File: src/rtl/lfsr_pkg.sv
// Shared constants, FSM state type and LFSR step function for the LFSR decrypt engine.
package lfsr_pkg;

   localparam logic [7:0]  SPACE    = 8'h20;
   localparam int unsigned NUM_TAPS = 8;

   // Candidate feedback taps, tried in index order; the lowest match wins.
   localparam logic [7:0] TAP_LUT [NUM_TAPS] = '{
      8'he1, 8'hd4, 8'hc6, 8'hb8, 8'hb4, 8'hb2, 8'hfa, 8'hf3
   };

   typedef enum logic [2:0] {
      StIdle,
      StLoad,
      StSearch,
      StSkip,
      StEmit,
      StDone
   } state_e;

   function automatic logic [7:0] lfsr_next(input logic [7:0] state, input logic [7:0] tap);
      return {state[6:0], ^(state & tap)};
   endfunction

endpackage

File: src/rtl/lfsr_step.sv
// One combinational LFSR advance, shared by the tap search and the skip/emit datapath.
module lfsr_step
   import lfsr_pkg::*;
(
   input  logic [7:0] state_i,
   input  logic [7:0] tap_i,
   output logic [7:0] next_o
);

   assign next_o = lfsr_next(state_i, tap_i);

endmodule

File: src/rtl/lfsr_decrypt_engine.sv
// Decrypts one 64-byte LFSR ciphertext frame: recovers seed/tap from the space preamble,
// strips leading spaces and streams plaintext out. Optional key report: LFSR_KEY_REPORT_EN.
module lfsr_decrypt_engine
   import lfsr_pkg::*;
#(
   parameter int unsigned FRAME_LEN = 64,
   parameter int unsigned PRE_CHECK = 9,
   parameter int unsigned MAX_OUT   = 41
) (
   input  logic       clk,
   input  logic       init,
   input  logic       start,
   input  logic       in_valid,
   input  logic [7:0] in_data,
   output logic       in_ready,
   output logic       out_valid,
   output logic [7:0] out_data,
   input  logic       out_ready,
   output logic [5:0] out_count,
   output logic       done,
`ifdef LFSR_KEY_REPORT_EN
   output logic       err,
   output logic [2:0] key_tap_idx,
   output logic [7:0] key_seed
`else
   output logic       err
`endif
);

   localparam int unsigned     IdxW      = $clog2(FRAME_LEN);
   localparam logic [IdxW-1:0] LastIdx   = IdxW'(FRAME_LEN - 1);
   localparam logic [IdxW-1:0] LastPre   = IdxW'(PRE_CHECK - 1);
   localparam logic [IdxW-1:0] FirstK    = IdxW'(1);
   localparam logic [5:0]      LastOut   = 6'(MAX_OUT - 1);

   state_e          state_q, state_d;
   logic [IdxW-1:0] idx_q, idx_d;
   logic [IdxW-1:0] k_q, k_d;
   logic [2:0]      tap_idx_q, tap_idx_d;
   logic [7:0]      lfsr_q, lfsr_d;
   logic [5:0]      out_count_q, out_count_d;
   logic            err_q, err_d;
   logic            key_valid_q, key_valid_d;

   logic [7:0] frame_q [FRAME_LEN];

   logic [7:0] seed;
   logic [7:0] tap;
   logic [7:0] lfsr_adv;
   logic [7:0] cur_byte;
   logic [7:0] adv_plain;
   logic [7:0] emit_plain;
   logic       frame_we;

   assign seed       = frame_q[0] ^ SPACE;
   assign tap        = TAP_LUT[tap_idx_q];
   assign cur_byte   = frame_q[k_q];
   // In SEARCH/SKIP lfsr_q lags k by one step; in EMIT it already holds state_k.
   assign adv_plain  = cur_byte ^ lfsr_adv;
   assign emit_plain = cur_byte ^ lfsr_q;
   assign frame_we   = (state_q == StLoad) && in_valid;

   lfsr_step u_lfsr_step (
      .state_i (lfsr_q),
      .tap_i   (tap),
      .next_o  (lfsr_adv)
   );

   always_comb begin
      state_d     = state_q;
      idx_d       = idx_q;
      k_d         = k_q;
      tap_idx_d   = tap_idx_q;
      lfsr_d      = lfsr_q;
      out_count_d = out_count_q;
      err_d       = err_q;
      key_valid_d = key_valid_q;
      in_ready    = 1'b0;
      out_valid   = 1'b0;
      out_data    = 8'h00;
      done        = 1'b0;

      unique case (state_q)
         StIdle: begin
            if (start) begin
               state_d     = StLoad;
               idx_d       = '0;
               err_d       = 1'b0;
               out_count_d = '0;
               key_valid_d = 1'b0;
            end
         end

         StLoad: begin
            in_ready = 1'b1;
            if (in_valid) begin
               idx_d = idx_q + IdxW'(1);
               if (idx_q == LastIdx) begin
                  state_d   = StSearch;
                  lfsr_d    = seed;
                  tap_idx_d = '0;
                  k_d       = FirstK;
               end
            end
         end

         StSearch: begin
            // A zero seed locks the LFSR at zero, so it can never be a valid key.
            if ((seed != 8'h00) && (adv_plain == SPACE)) begin
               lfsr_d = lfsr_adv;
               k_d    = k_q + IdxW'(1);
               if (k_q == LastPre) begin
                  state_d     = StSkip;
                  key_valid_d = 1'b1;
               end
            end else begin
               lfsr_d = seed;
               k_d    = FirstK;
               if (tap_idx_q == 3'd7) begin
                  state_d = StDone;
                  err_d   = 1'b1;
               end else begin
                  tap_idx_d = tap_idx_q + 3'd1;
               end
            end
         end

         StSkip: begin
            lfsr_d = lfsr_adv;
            if (adv_plain != SPACE) begin
               state_d = StEmit;
            end else if (k_q == LastIdx) begin
               state_d = StDone;
            end else begin
               k_d = k_q + IdxW'(1);
            end
         end

         StEmit: begin
            out_valid = 1'b1;
            out_data  = emit_plain;
            if (out_ready) begin
               out_count_d = out_count_q + 6'd1;
               if ((out_count_q == LastOut) || (k_q == LastIdx)) begin
                  state_d = StDone;
               end else begin
                  k_d    = k_q + IdxW'(1);
                  lfsr_d = lfsr_adv;
               end
            end
         end

         StDone: begin
            done = 1'b1;
            if (start) begin
               state_d     = StLoad;
               idx_d       = '0;
               err_d       = 1'b0;
               out_count_d = '0;
               key_valid_d = 1'b0;
            end
         end

         default: state_d = StIdle;
      endcase
   end

   always_ff @(posedge clk) begin
      if (init) begin
         state_q     <= StIdle;
         idx_q       <= '0;
         k_q         <= '0;
         tap_idx_q   <= '0;
         lfsr_q      <= '0;
         out_count_q <= '0;
         err_q       <= 1'b0;
         key_valid_q <= 1'b0;
      end else begin
         state_q     <= state_d;
         idx_q       <= idx_d;
         k_q         <= k_d;
         tap_idx_q   <= tap_idx_d;
         lfsr_q      <= lfsr_d;
         out_count_q <= out_count_d;
         err_q       <= err_d;
         key_valid_q <= key_valid_d;
      end
   end

   always_ff @(posedge clk) begin
      if (!init && frame_we) begin
         frame_q[idx_q] <= in_data;
      end
   end

   assign out_count = out_count_q;
   assign err       = err_q;

`ifdef LFSR_KEY_REPORT_EN
   assign key_tap_idx = key_valid_q ? tap_idx_q : 3'd0;
   assign key_seed    = key_valid_q ? seed : 8'h00;
`endif

endmodule

File: config.mk
export PLATFORM = sky130hd
export DESIGN_NAME = lfsr_decrypt_engine
export DESIGN_NICKNAME = d
export VERILOG_FILES = /design/src/rtl/lfsr_pkg.sv /design/src/rtl/lfsr_step.sv /design/src/rtl/lfsr_decrypt_engine.sv
export SDC_FILE = /design/constraint.sdc
export NUM_CORES = 1
export LEC_CHECK = 0
export CORE_MARGIN = 1.5
export CORE_UTILIZATION = 30
export DETAILED_ROUTE_END_ITERATION = 16
export SETUP_SLACK_MARGIN = 0.3
export SLEW_MARGIN = 0
export SYNTH_ARGS = -nofsm -noshare
export SYNTH_HDL_FRONTEND = slang
export SYNTH_SLANG_ARGS = --single-unit
File: constraint.sdc
create_clock -name clk -period 8.4 [get_ports clk]
set_input_delay 2.52 -clock clk [delete_from_list [all_inputs] [get_ports clk]]
set_output_delay 2.52 -clock clk [all_outputs]
set_load 0.01 [all_outputs]
==> flow_summary.yaml, run 1 <==
run_status:
  status: "completed"
route:
  drcViolationCount: 0
  drt_pass1_iterations: 6
  antenna_left: 0
  vias_per_cell: 5.194
  via_count: 12856
  drtIter0Drc: 1314
  routed_wl_um: 57490
  wire_per_inst_um: 23.23
synth:
  avgSynthCellArea_um2: 16.89
  ys_warn_count: 0
  syn-instance-count: 1372
  ys_types: 81
  synth-edff-count: 512
  yosys.area.top_type_share_pct: 66.35
  synth_area_um2: 23170
  synthArstFlopShare_pct: 0
  synth_top_area_cell: "edfxtp_1"
  yosysSeqAreaShare_pct: 69.72
  synth_seq_cells: 551
  ys.flop_type: "edfxtp_1"
  yosys-top-cells-area: "edfxtp_1, mux4_2, dfxtp_1, mux2i_1, nor2_1"
  syn-num-nets: 1394
timing:
  period_share_pct: 81.31
  fmax_mhz: 146.4
  hold_viol: 0
  final.min_clock_period_ns: 6.830
  final_max_slew_viol_count: 0
  finalHoldWorstSlack_ns: 0.5275
  rsz0062_at_grt: "no"
  tightest_slew_ns: 1.134
  fin_skew_ns: 0.01541
  worst_slack_ns: 1.570
  setup_tns_ns: 0
  maxSlewHeadroom_pct: 24.13
  setup_viol: 0
cts:
  ctsHtreeMaxLevel: 2
  path_clk_slew_ns: 0.07
  cts_setup_buffers: 0
  cts_resized: 0
  clock_path_buffers: 3
  tritoncts: "done"
  insertion_delay_ns: 0.61
  cts_buffers: 56
  ctsHoldBuffers: 0
  cts_sinks: 551
  cts_root_buffer: "clkbuf_16"
cells_and_area:
  drive_gt1_share_pct: 16.89
  fill_cells: 7216
  antenna_cells: 0
  final_nets: 1422
  area_growth_pct: 12.81
  final_common_cell: "edfxtp_1"
  most-common-layout-cells: "edfxtp_1, nor2_1, mux4_2"
floorplan:
  initial_utilization_pct: 30.41
  fp.dieH_um: 280.9
  core-area_um2: 76200
  dieArea_um2: 78920
  die_w_um: 280.9
  boundaryPins: 31
  rows: 101
power_and_ir_drop:
  peakVddDrop_uv: 152.6
  p_per_area_nw_per_um2: 262.3
  p_leak_uw: 0.007975
global_route:
  track_usage_pct: 14.70
  grt_pass1_wl_um: 86390
  antenna_found_initial: 2
  grt_max_degree: 65
  grt_pass1_vias: 12802
  grt_overflow: 0
placed_design:
  place.gp.congestion: 0.8682
  dp_worst_setup_slack_ns: 2.110
  hpwl_um: 35790
  io_buffers: 30
critical_path:
  arrival_ns: 4.31
  r2r_setup_slack_ns: 2.68
  worst-path-max-fanout: 29
  endpoint_kind: "primary output"
  critPathKind: "reg -> out"
  required_ns: 5.88
  setup.worst_path.start_class: "flop"
flow_run:
  max_cap_violations: 0
min_path:
  worstHoldPathType: "reg -> reg"
-- sequential cells by signal, indices dropped and copies added, names as in the netlist, named ones only --
signal	flops
err	1
out_count	6
lfsr_q	8
idx_q	6
k_q	6
tap_idx_q	3
state_q	3
frame_q	512
-- area by class of cell --
| cell class | instances | area (um2) | area share, % |
|---|---|---|---|
| clock buffer | 73 | 1486 | 5.686 |
| clock inverter | 30 | 311.5 | 1.192 |
| timing repair buffer | 50 | 435.4 | 1.666 |
| inverter | 23 | 86.33 | 0.3303 |
| multi-input combinational | 718 | 6365 | 24.35 |
| sequential | 551 | 16170 | 61.85 |
| tap | 1030 | 1289 | 4.930 |
-- logic make-up (layout without fill, tap and decap cells) --
group | Yosys count | in the layout | synth area share, %
simple gates | 339 | 339 | 6.938
fa+ha+maj | 9 | 9 | 0.4859
mux | 188 | 188 | 14.22
xor+xnor | 23 | 23 | 0.9611
buf+inv | 103 | 176 | 2.818
flops | 551 | 551 | 69.72
compound gates | 159 | 159 | 4.859
-- report_power, final --
part / leakage, uW / internal, uW / switching [uW]
clock: 0.000870 / 1430 / 1040
combinational: 0.00218 / 520 / 674
sequential: 0.00492 / 3040 / 152
total: 0.00798 / 4990 / 1870
-- Yosys cell counts (9+ instances only) --
library cell	n
a22oi_1	17
nor2_1	121
mux2i_1	66
clkbuf_1	24
nor2b_1	13
xor2_1	11
ha_1	9
mux2_2	9
edfxtp_1	512
xnor2_1	10
a221oi_1	17
o21ai_0	34
buf_6	12
or3_1	10
buf_4	16
a21oi_1	25
nand3_1	28
buf_2	14
mux4_2	108
nand4_1	10
nor3_1	10
dfxtp_1	39
nand2_1	98
inv_1	20
-- path summary, 6_finish.rpt --
| check | depth (start not counted) | startpoint | endpoint |
|---|---|---|---|
| max reg2reg | 13 | flop | lfsr_q[3]$_SDFFE_PP0P_ |
| max | 9 | flop | out_data[0] |
| min reg2reg | 2 | err$_SDFFE_PP0P_ | err$_SDFFE_PP0P_ |
| min | 2 | err$_SDFFE_PP0P_ | err$_SDFFE_PP0P_ |
-- worst max-delay path, cell delays in order (launching register included) --
cell,delay (ns)
dfxtp_4,0.72
buf_4,0.53
mux4_2,0.56
or3_1,0.31
o21ai_0,0.13
a2111oi_2,0.12
a32oi_2,0.46
xnor2_1,0.15
nor2_1,0.12
clkdlybuf4s50_1,0.56
-- per-layer routing --
layer,global-route usage (%),vias to the layer above,routed length (um)
met5,0,-,23
met4,3.992,4,1169
met3,2.627,93,4394
met2,23.46,599,27140
met1,20.55,6659,24760
li1,-,5501,-
-- stage by stage --
| stage | instances | utilization (%) | total power (uW) | area (um2) |
|---|---|---|---|---|
| 4_1_cts | 2475 | 34.31 | 6887 | 26140 |
| 3_3_place_gp | 2372 | 31.95 | 4418 | 24340 |
| 5_1_grt | 2475 | 34.31 | 7120 | 26140 |
| 3_5_place_dp | 2372 | 31.95 | 4439 | 24340 |
| 2_1_floorplan | 1372 | - | 4137 | 23170 |
| 6_report | 2475 | 34.31 | 6857 | 26140 |
(Power assumes the default switching activity.)
==> run 2: changes to the inputs <==
Clock period 8.4 ns to 5.6 ns, I/O delays scaled along.
==> run 2 against run 1 <==
Net effect: global-route usage grew 0.77 points; wire length rose by 6.8%; via count up 2.6%; design area is 4.3% higher; clock power up 60%; sequential power is 49% higher; non-clock buffer count increased by 77; critical path type unchanged; die area unchanged; flip-flop and latch count is the same; combinational power increased by 87%; first-iteration DRC count rose by 15%.
==> flow_summary.yaml, run 2 (same netlist as run 1, synthesis figures left out) <==
run_status:
  status: "completed"
critical_path:
  worst-path-max-fanout: 31
  arrival_ns: 3.58
  setup.worst_path.start_class: "flop"
  endpoint_kind: "primary output"
  critPathKind: "reg -> out"
  required_ns: 3.92
route:
  drtIter0Drc: 1508
  vias_per_cell: 5.160
  wire_per_inst_um: 24.02
  routed_wl_um: 61420
  via_count: 13195
  drcViolationCount: 0
  antenna_left: 0
  drt_pass1_iterations: 6
cells_and_area:
  drive_gt1_share_pct: 23.97
  regArea_um2: 16170
  multi_input_area_um2: 6545
  top_regs: "frame_q (512), lfsr_q (8)"
  largest_reg_flops: 512
  final_common_cell: "edfxtp_1"
  most-common-layout-cells: "edfxtp_1, nor2_1, mux4_2"
  fin_util_pct: 35.77
  final_nets: 1500
  largest_register: "frame_q"
  area_growth_pct: 17.63
  antenna_cells: 0
  fill_cells: 7086
global_route:
  use_met2_pct: 24.32
  grt_pass1_vias: 13069
  grt_max_degree: 65
  met3_usage_pct: 3.018
  grt_pass1_wl_um: 89590
  busiest_layer: "met2"
  use_met1_pct: 21.43
  grt_overflow: 0
  antenna_found_initial: 2
  track_usage_pct: 15.47
min_path:
  worstHoldStart: "err$_SDFFE_PP0P_"
  worstHoldPathType: "reg -> reg"
floorplan:
  core-area_um2: 76200
  dieArea_um2: 78920
  initial_utilization_pct: 30.41
  die_w_um: 280.9
  fp.dieH_um: 280.9
  boundaryPins: 31
  rows: 101
placed_design:
  io_buffers: 30
  hpwl_um: 38150
  place.gp.congestion: 0.8641
cts:
  clock_path_buffers: 3
  ctsHtreeMaxLevel: 2
  insertion_delay_ns: 0.62
  tritoncts: "done"
  cts_sinks: 551
  ctsHoldBuffers: 0
  cts_root_buffer: "clkbuf_16"
  path_clk_slew_ns: 0.06
  cts_buffers: 57
timing:
  fin_skew_ns: 0.02002
  final.min_clock_period_ns: 5.259
  setup_tns_ns: 0
  period_share_pct: 93.91
  setup_viol: 0
  fmax_mhz: 190.2
  final_max_slew_viol_count: 0
  maxSlewHeadroom_pct: 20.93
  rsz0062_at_grt: "yes"
  tightest_slew_ns: 1.182
  hold_viol: 0
power_and_ir_drop:
  power.net_switching_uw: 2999
  power_uw: 10900
  p_per_area_nw_per_um2: 399.8
  sequentialPowerShare_pct: 43.5
  switching_share_pct: 27.52
  p_leak_uw: 0.008639
  power_frac_clock_pct: 36.2
  comb_power_share_pct: 20.3
  peakVddDrop_uv: 245.4
  p_int_uw: 7900
flow_run:
  max_cap_violations: 0
## run 2: changes by cell type in the layout (fill, tap and decap cells not counted), sizes merged
cell           delta
buf              +75
bufbuf            +1
bufinv            +3
clkbuf            -7
clkdlybuf4s50     -6
clkinv            +4
clkinvlp          +5
dlymetal6s2s      +6
inv               +1
## run 2: worst max-delay path, cell delays in order, from the launching register on
cell             delay [ns]
dfxtp_4                0.39
buf_4                  0.14
buf_12                 0.21
mux4_2                 0.54
mux2_2                 0.29
nand3_1                0.12
nand4_1                0.18
o311ai_2               0.21
xor2_1                 0.12
nor2_1                 0.15
clkdlybuf4s50_1        0.56
## run 2: final timing paths
| path | cells after the start | end | slack (ns) |
|---|---|---|---|
| setup reg to reg | 16 | lfsr_q[5]$_SDFFE_PP0P_ | 1.10 |
| hold reg to reg | 2 | err$_SDFFE_PP0P_ | 0.51 |
| hold / removal | 2 | err$_SDFFE_PP0P_ | 0.51 |
| setup / recovery | 10 | out_data[5] | 0.34 |
## run 2: power groups by stage
stage	combinational (uW)	sequential [uW]	clock (uW)
2_1_floorplan	1510	4690	0
4_1_cts	2110	4740	4010
3_3_place_gp	1870	4870	0
5_1_grt	2360	4740	4170
3_5_place_dp	1900	4880	0
6_report	2220	4740	3950
## run 2: area by class of cell
| class | count | share of cell area, % |
|---|---|---|
| Clock buffer | 65 | 5.499 |
| Tap cell | 1030 | 4.728 |
| Timing Repair Buffer | 127 | 4.448 |
| Sequential cell | 551 | 59.33 |
| Multi-Input combinational cell | 718 | 24.01 |
| Clock inverter | 43 | 1.662 |
| Inverter | 23 | 0.3259 |
## run 2: stage by stage
step / hold WS, ns / worst slack, ns / cells / area, um2
global placement: 0.4752 / 0.4337 / 2428 / 24800
finish: 0.5100 / 0.3410 / 2557 / 27260
CTS: 0.5090 / 0.2118 / 2553 / 27050
detailed placement: 0.4874 / 0.4341 / 2428 / 24800
floorplan: 0.4847 / 1.533 / 1372 / 23170
global route: 0.5530 / 0.1737 / 2557 / 27260
## run 2: timing repair
item,CTS,global route
setup endpoints to repair,8,7
resized for setup,24,32
pin swaps,4,3
hold endpoints to repair,0,0
gates cloned,1,1
setup buffers,16,3
## run 2: routing by layer
layer / up-vias / share of wire (%)
met2: 596 / 47
met4: 4 / 2.6
met1: 6846 / 43
met3: 101 / 7.7
met5: - / 0.044
li1: 5648 / -
